===== src/rtl/rr_arbiter_8_if.sv =====
// Request/grant bundle for the 8-way round-robin arbiter.
// master: requester side (drives en/req/done); slave: the arbiter.
interface rr_arbiter_8_if;
    logic       en;
    logic [7:0] req;
    logic       done;
    logic [7:0] gnt;
    logic [2:0] gnt_idx;
    logic       gnt_valid;
    logic       timeout;

    modport master (
        output en, req, done,
        input  gnt, gnt_idx, gnt_valid, timeout
    );

    modport slave (
        input  en, req, done,
        output gnt, gnt_idx, gnt_valid, timeout
    );
endinterface


===== src/rtl/rr_arbiter_8.sv =====
// 8-way round-robin arbiter with a bounded hold time.
// One owner at a time and no preemption. Every grant is followed by a dead
// IDLE cycle. The scan pointer moves past the last owner on each release.
module rr_arbiter_8 #(
    parameter int unsigned MAX_HOLD = 16
) (
    input  logic          clk,
    input  logic          rst_n,
    rr_arbiter_8_if.slave bus
);

    typedef enum logic {IDLE, GRANT} state_t;

    localparam logic [7:0] HOLD_LIMIT = 8'(MAX_HOLD - 1);

    state_t     state_q, state_n;
    logic [7:0] gnt_q, gnt_n;
    logic [2:0] idx_q, idx_n;
    logic       valid_q, valid_n;
    logic       timeout_q, timeout_n;
    logic [2:0] ptr_q, ptr_n;
    logic [7:0] cnt_q, cnt_n;
    // Set one edge after reset release so the first grant cannot land on that edge.
    logic       arm_q;

    logic [2:0] pick_idx;
    logic [2:0] cand;
    logic       pick_found;
    logic       at_limit;
    logic       owner_req;
    logic       release_now;
    logic       forced;

    // First asserted request at or above ptr, wrapping 7 -> 0.
    always_comb begin
        pick_idx   = ptr_q;
        pick_found = 1'b0;
        cand       = '0;
        for (int unsigned i = 0; i < 8; i++) begin
            cand = ptr_q + 3'(i);
            if (!pick_found && bus.req[cand]) begin
                pick_idx   = cand;
                pick_found = 1'b1;
            end
        end
    end

    // Release conditions; timeout only when the hold limit is the sole cause.
    always_comb begin
        at_limit    = (cnt_q == HOLD_LIMIT);
        owner_req   = bus.req[idx_q];
        release_now = bus.done || !owner_req || !bus.en || at_limit;
        forced      = at_limit && !bus.done && owner_req && bus.en;
    end

    // Next-state and registered-output values.
    always_comb begin
        state_n   = state_q;
        gnt_n     = gnt_q;
        idx_n     = idx_q;
        valid_n   = valid_q;
        timeout_n = 1'b0;
        ptr_n     = ptr_q;
        cnt_n     = cnt_q;
        unique case (state_q)
            IDLE: begin
                gnt_n   = '0;
                valid_n = 1'b0;
                if (arm_q && bus.en && pick_found) begin
                    state_n = GRANT;
                    idx_n   = pick_idx;
                    gnt_n   = 8'b1 << pick_idx;
                    valid_n = 1'b1;
                    cnt_n   = '0;
                end
            end
            GRANT: begin
                if (release_now) begin
                    state_n   = IDLE;
                    gnt_n     = '0;
                    valid_n   = 1'b0;
                    ptr_n     = idx_q + 3'd1;
                    timeout_n = forced;
                end else begin
                    cnt_n = (cnt_q == 8'hFF) ? cnt_q : cnt_q + 8'd1;
                end
            end
            default: state_n = IDLE;
        endcase
    end

    // State register with asynchronous clear of every output.
    always_ff @(posedge clk or negedge rst_n) begin
        if (!rst_n) begin
            state_q   <= IDLE;
            gnt_q     <= '0;
            idx_q     <= '0;
            valid_q   <= 1'b0;
            timeout_q <= 1'b0;
            ptr_q     <= '0;
            cnt_q     <= '0;
            arm_q     <= 1'b0;
        end else begin
            state_q   <= state_n;
            gnt_q     <= gnt_n;
            idx_q     <= idx_n;
            valid_q   <= valid_n;
            timeout_q <= timeout_n;
            ptr_q     <= ptr_n;
            cnt_q     <= cnt_n;
            arm_q     <= 1'b1;
        end
    end

    assign bus.gnt       = gnt_q;
    assign bus.gnt_idx   = idx_q;
    assign bus.gnt_valid = valid_q;
    assign bus.timeout   = timeout_q;

endmodule


===== src/flat_wrapper.sv =====
// flat-port wrapper written by rule: the top's interface ports become plain ports
module rr_arbiter_8_flat 
#(
    parameter int unsigned MAX_HOLD = 16
)
  (clk, rst_n, bus_en, bus_req, bus_done, bus_gnt, bus_gnt_idx, bus_gnt_valid, bus_timeout);
  rr_arbiter_8_if bus_i ();
  input  logic clk;
  input  logic rst_n;
  input wire logic [$bits(bus_i.en)-1:0] bus_en;
  input wire logic [$bits(bus_i.req)-1:0] bus_req;
  input wire logic [$bits(bus_i.done)-1:0] bus_done;
  output wire logic [$bits(bus_i.gnt)-1:0] bus_gnt;
  output wire logic [$bits(bus_i.gnt_idx)-1:0] bus_gnt_idx;
  output wire logic [$bits(bus_i.gnt_valid)-1:0] bus_gnt_valid;
  output wire logic [$bits(bus_i.timeout)-1:0] bus_timeout;
  assign bus_i.en = bus_en;
  assign bus_i.req = bus_req;
  assign bus_i.done = bus_done;
  assign bus_gnt = bus_i.gnt;
  assign bus_gnt_idx = bus_i.gnt_idx;
  assign bus_gnt_valid = bus_i.gnt_valid;
  assign bus_timeout = bus_i.timeout;
  rr_arbiter_8 #(.MAX_HOLD(MAX_HOLD)) u_core (.clk(clk), .rst_n(rst_n), .bus(bus_i));
endmodule

===== config.mk =====
export PLATFORM = sky130hd
export DESIGN_NAME = rr_arbiter_8_flat
export DESIGN_NICKNAME = d
export VERILOG_FILES = /design/src/rtl/rr_arbiter_8_if.sv /design/src/rtl/rr_arbiter_8.sv /design/src/flat_wrapper.sv
export SDC_FILE = /design/constraint.sdc
export NUM_CORES = 1
export LEC_CHECK = 0
export CORE_ASPECT_RATIO = 0.8
export CORE_MARGIN = 5
export CORE_UTILIZATION = 35
export CTS_CLUSTER_SIZE = 28
export DETAILED_ROUTE_END_ITERATION = 8
export HOLD_SLACK_MARGIN = 0.02
export SETUP_SLACK_MARGIN = 0.4
export SYNTH_ARGS = -nofsm -noshare
export SYNTH_HDL_FRONTEND = slang
export SYNTH_SLANG_ARGS = --single-unit

===== constraint.sdc =====
create_clock -name clk -period 9.1 [get_ports clk]
set_input_delay 1.82 -clock clk [delete_from_list [all_inputs] [get_ports clk]]
set_output_delay 1.82 -clock clk [all_outputs]
set_load 0.02 [all_outputs]

==> results.sh <==
export IMPL_synth_compound_area_frac=0.184
export IMPL_synthDistinctLibCells=62
export IMPL_cts_root_buf="clkbuf_8"
export IMPL_synth_fa_ha_area_frac=0.0221
export IMPL_synth_seq_cells=26
export IMPL_rsz0062_at_grt="false"
export IMPL_num_rows=26
export IMPL_synth_ff_type="dfrtp_1"
export IMPL_gr_total_overflow=0
export IMPL_drv_cap=0
export IMPL_tritoncts="built"
export IMPL_routabilityCongestion=0.895
export IMPL_synth_edff_count=0
export IMPL_worstSetupPathType="primary input to flop"
export IMPL_drt_initial_drc_count=151
export IMPL_status="complete, no violations"
export IMPL_netlist_top_cells_area="dfrtp_1 29%, mux4_2 16%, mux2i_1 4.4%"
export IMPL_route_vias_total=1850
export IMPL_synth_top_area_cell="dfrtp_1"
export IMPL_cts_resized=0
export IMPL_coreArea_mm2=0.00634
export IMPL_syn_to_final_growth_pct=15.6
export IMPL_cts_setup_buffers=0
export IMPL_setup_violations=0
export IMPL_critPathTopFamily="compound AO/OA/AOI/OAI gates"
export IMPL_pre_cts_ws_ns=3.97
export IMPL_max_stage_delay_ns=0.94
export IMPL_cp_required_ns=9.25
export IMPL_io_pins=25
export IMPL_die_x_um=99.8
export IMPL_avgSynthCellArea_um2=10.1
export IMPL_cp_data_arrival_time_ns=5.04
export IMPL_slew_viol_final=0
export IMPL_synth_xor_area_frac=0.0305
export IMPL_clockBufferDepth=2
export IMPL_synthMuxAreaShare=0.260
export IMPL_worst_pin_slew_ns=1.07
export IMPL_clkTransAtPathRegs_ns=0.08
export IMPL_route_detailed_drc=0
export IMPL_grt_pass1_vias=1774
export IMPL_antenna_found_initial=0
export IMPL_ys_seq_area_frac=0.288
export IMPL_ys_async_sr_fraction=1.00
export IMPL_fin_skew_ns=0.00473
export IMPL_yosys_warnings=0
export IMPL_netlist_area_leader_share=0.288
export IMPL_critPathMaxFanout=17
export IMPL_synth_top_family_by_area="multiplexers"
export IMPL_finish_net_count=262
export IMPL_setup_tns_ns=0
export IMPL_syn_inst=224
export IMPL_syn_area_mm2=0.00226
export IMPL_wl_um=5450
export IMPL_nFillCells=616
export IMPL_die_h_um=81.9
export IMPL_holdBufCountCts=0
export IMPL_hold_path_class="flop to flop"
export IMPL_relSlewSlack=0.289
export IMPL_track_usage=0.139
export IMPL_seqCellArea_um2=651
export IMPL_drtPass1Iterations=4
export IMPL_synth_nets=240
export IMPL_dp_hpwl_um=4030
export IMPL_period_minus_slack_ns=4.89
export IMPL_grt_pass1_wl_um=9200
export IMPL_peakVddDrop_mv=0.185
export IMPL_fin_ws_ns=4.21
export IMPL_fin_hold_ws_ns=0.487
export IMPL_path_cells="clkdlybuf4s50_1 > mux4_2 > nor2_1 > a22oi_2 > nor3_4 > a311oi_2 > o21ai_1 > mux2_1"
export IMPL_leakagePower_uw=0.00101
export IMPL_postLayoutCoreUtil=0.412
export IMPL_io_buffers=24
export IMPL_ctsHtreeMaxLevel=1
export IMPL_avgRoutedWirePerCell_um=16.6
export IMPL_clock_sinks=26
export IMPL_fmax_mhz=205
export IMPL_slowest_stage="a311oi_2"
export IMPL_insertion_delay_ns=0.26
export IMPL_critPathCaptureType="flop"
export IMPL_antenna_cells=0
export IMPL_finalPower_uw=990
export IMPL_p_per_area_mw_per_mm2=379
export IMPL_cp_num_buf_inv=1
export IMPL_multiInputGateArea_mm2=0.00153
export IMPL_synth_simple_area_share=0.177
export IMPL_start_util=0.356
export IMPL_critPathLaunchType="primary input"
export IMPL_hold_viol=0
export IMPL_fin_crit_sh=0.537
export IMPL_grt_max_degree=27
export IMPL_final_antenna_net_count=0
export IMPL_via_per_inst=5.64
export IMPL_numCtsBuffers=3
export IMPL_die_area_mm2=0.00817
export IMPL_drive_above_1_share=0.168
export IMPL_synthTopCellsByCount="26 x dfrtp_1, 26 x nand2_1, 17 x nor2_1"
## through the flow
stage	area, µm²	std cells
floorplan	2260	224
global placement	2570	325
detailed placement	2570	325
CTS	2610	328
global route	2610	328
finish	2610	328
## tightest hold or removal path: stages, from the launching register on
cell	delay, ns
dfrtp_1	0.35
nand2_1	0.05
o21ai_1	0.06
## where the power goes
part,internal (µW),switching (µW)
Clock,29.6,32.8
Combinational,326,409
Sequential,141,51.3
Total,497,493
## cells by family (layout without fill, tap and decap cells)
group / Yosys count / in the layout
buffers and inverters: 18 / 38
and+or+nand+nor: 78 / 78
DFF: 26 / 26
xor gates and xnor gates: 7 / 7
other: 1 / 1
adders and majority gates: 4 / 4
muxes: 35 / 35
AOI/OAI and AO/OA: 55 / 55
## area by class of cell
class,count,area share
flip-flops and latches,26,0.249
well taps,84,0.0402
inverters,9,0.0129
clock buffers,3,0.0158
repair buffers,26,0.0977
multi-input cells,180,0.584
## cells in the final DEF, fill, tap and decap left out, types with 4 or more instances in the layout
master | netlist | routed
o21ai_1 | 6 | 6
ha_1 | 4 | 4
and3_1 | 4 | 4
mux2_2 | 5 | 5
a22o_1 | 4 | 4
nand2_1 | 26 | 26
nand4_1 | 6 | 6
mux4_2 | 16 | 16
nand3_1 | 4 | 4
o21ai_0 | 7 | 7
inv_1 | 7 | 7
mux2i_1 | 10 | 10
clkdlybuf4s50_1 | 0 | 24
nor2_1 | 17 | 17
dfrtp_1 | 26 | 26
a21oi_1 | 9 | 9
## flip-flops by register name, indices dropped and copies added (netlist names)
register	count
u_core.state_q	1
u_core.ptr_q	3
u_core.bus.timeout	1
u_core.cnt_q	8
u_core.bus.gnt_idx	3
u_core.arm_q	1
u_core.bus.gnt	8
u_core.bus.gnt_valid	1
## layer usage
| layer | wire length (µm) | global-route usage |
|---|---|---|
| met3 | 249 | 0.0212 |
| met4 | 28 | 0.0164 |
| met1 | 2830 | 0.220 |
| met5 | 0 | 0 |
| met2 | 2340 | 0.203 |
## final timing paths
check	endpoint	depth (start not counted)	startpoint	slack, ns
min in group asynchronous	u_core.bus.gnt[5]	2	rst_n	1.91
min	u_core.bus.gnt[7]	2	u_core.bus.gnt[7]	0.49
max	u_core.cnt_q[0]	8	bus_req[3]	4.21
min reg2reg	u_core.bus.gnt[7]	2	u_core.bus.gnt[7]	0.49
max reg2reg	u_core.cnt_q[0]	9	u_core.ptr_q[1]	4.64
max in group asynchronous	u_core.bus.gnt_idx[1]	2	rst_n	6.94
No activity file was read; power rests on OpenSTA's default activity.
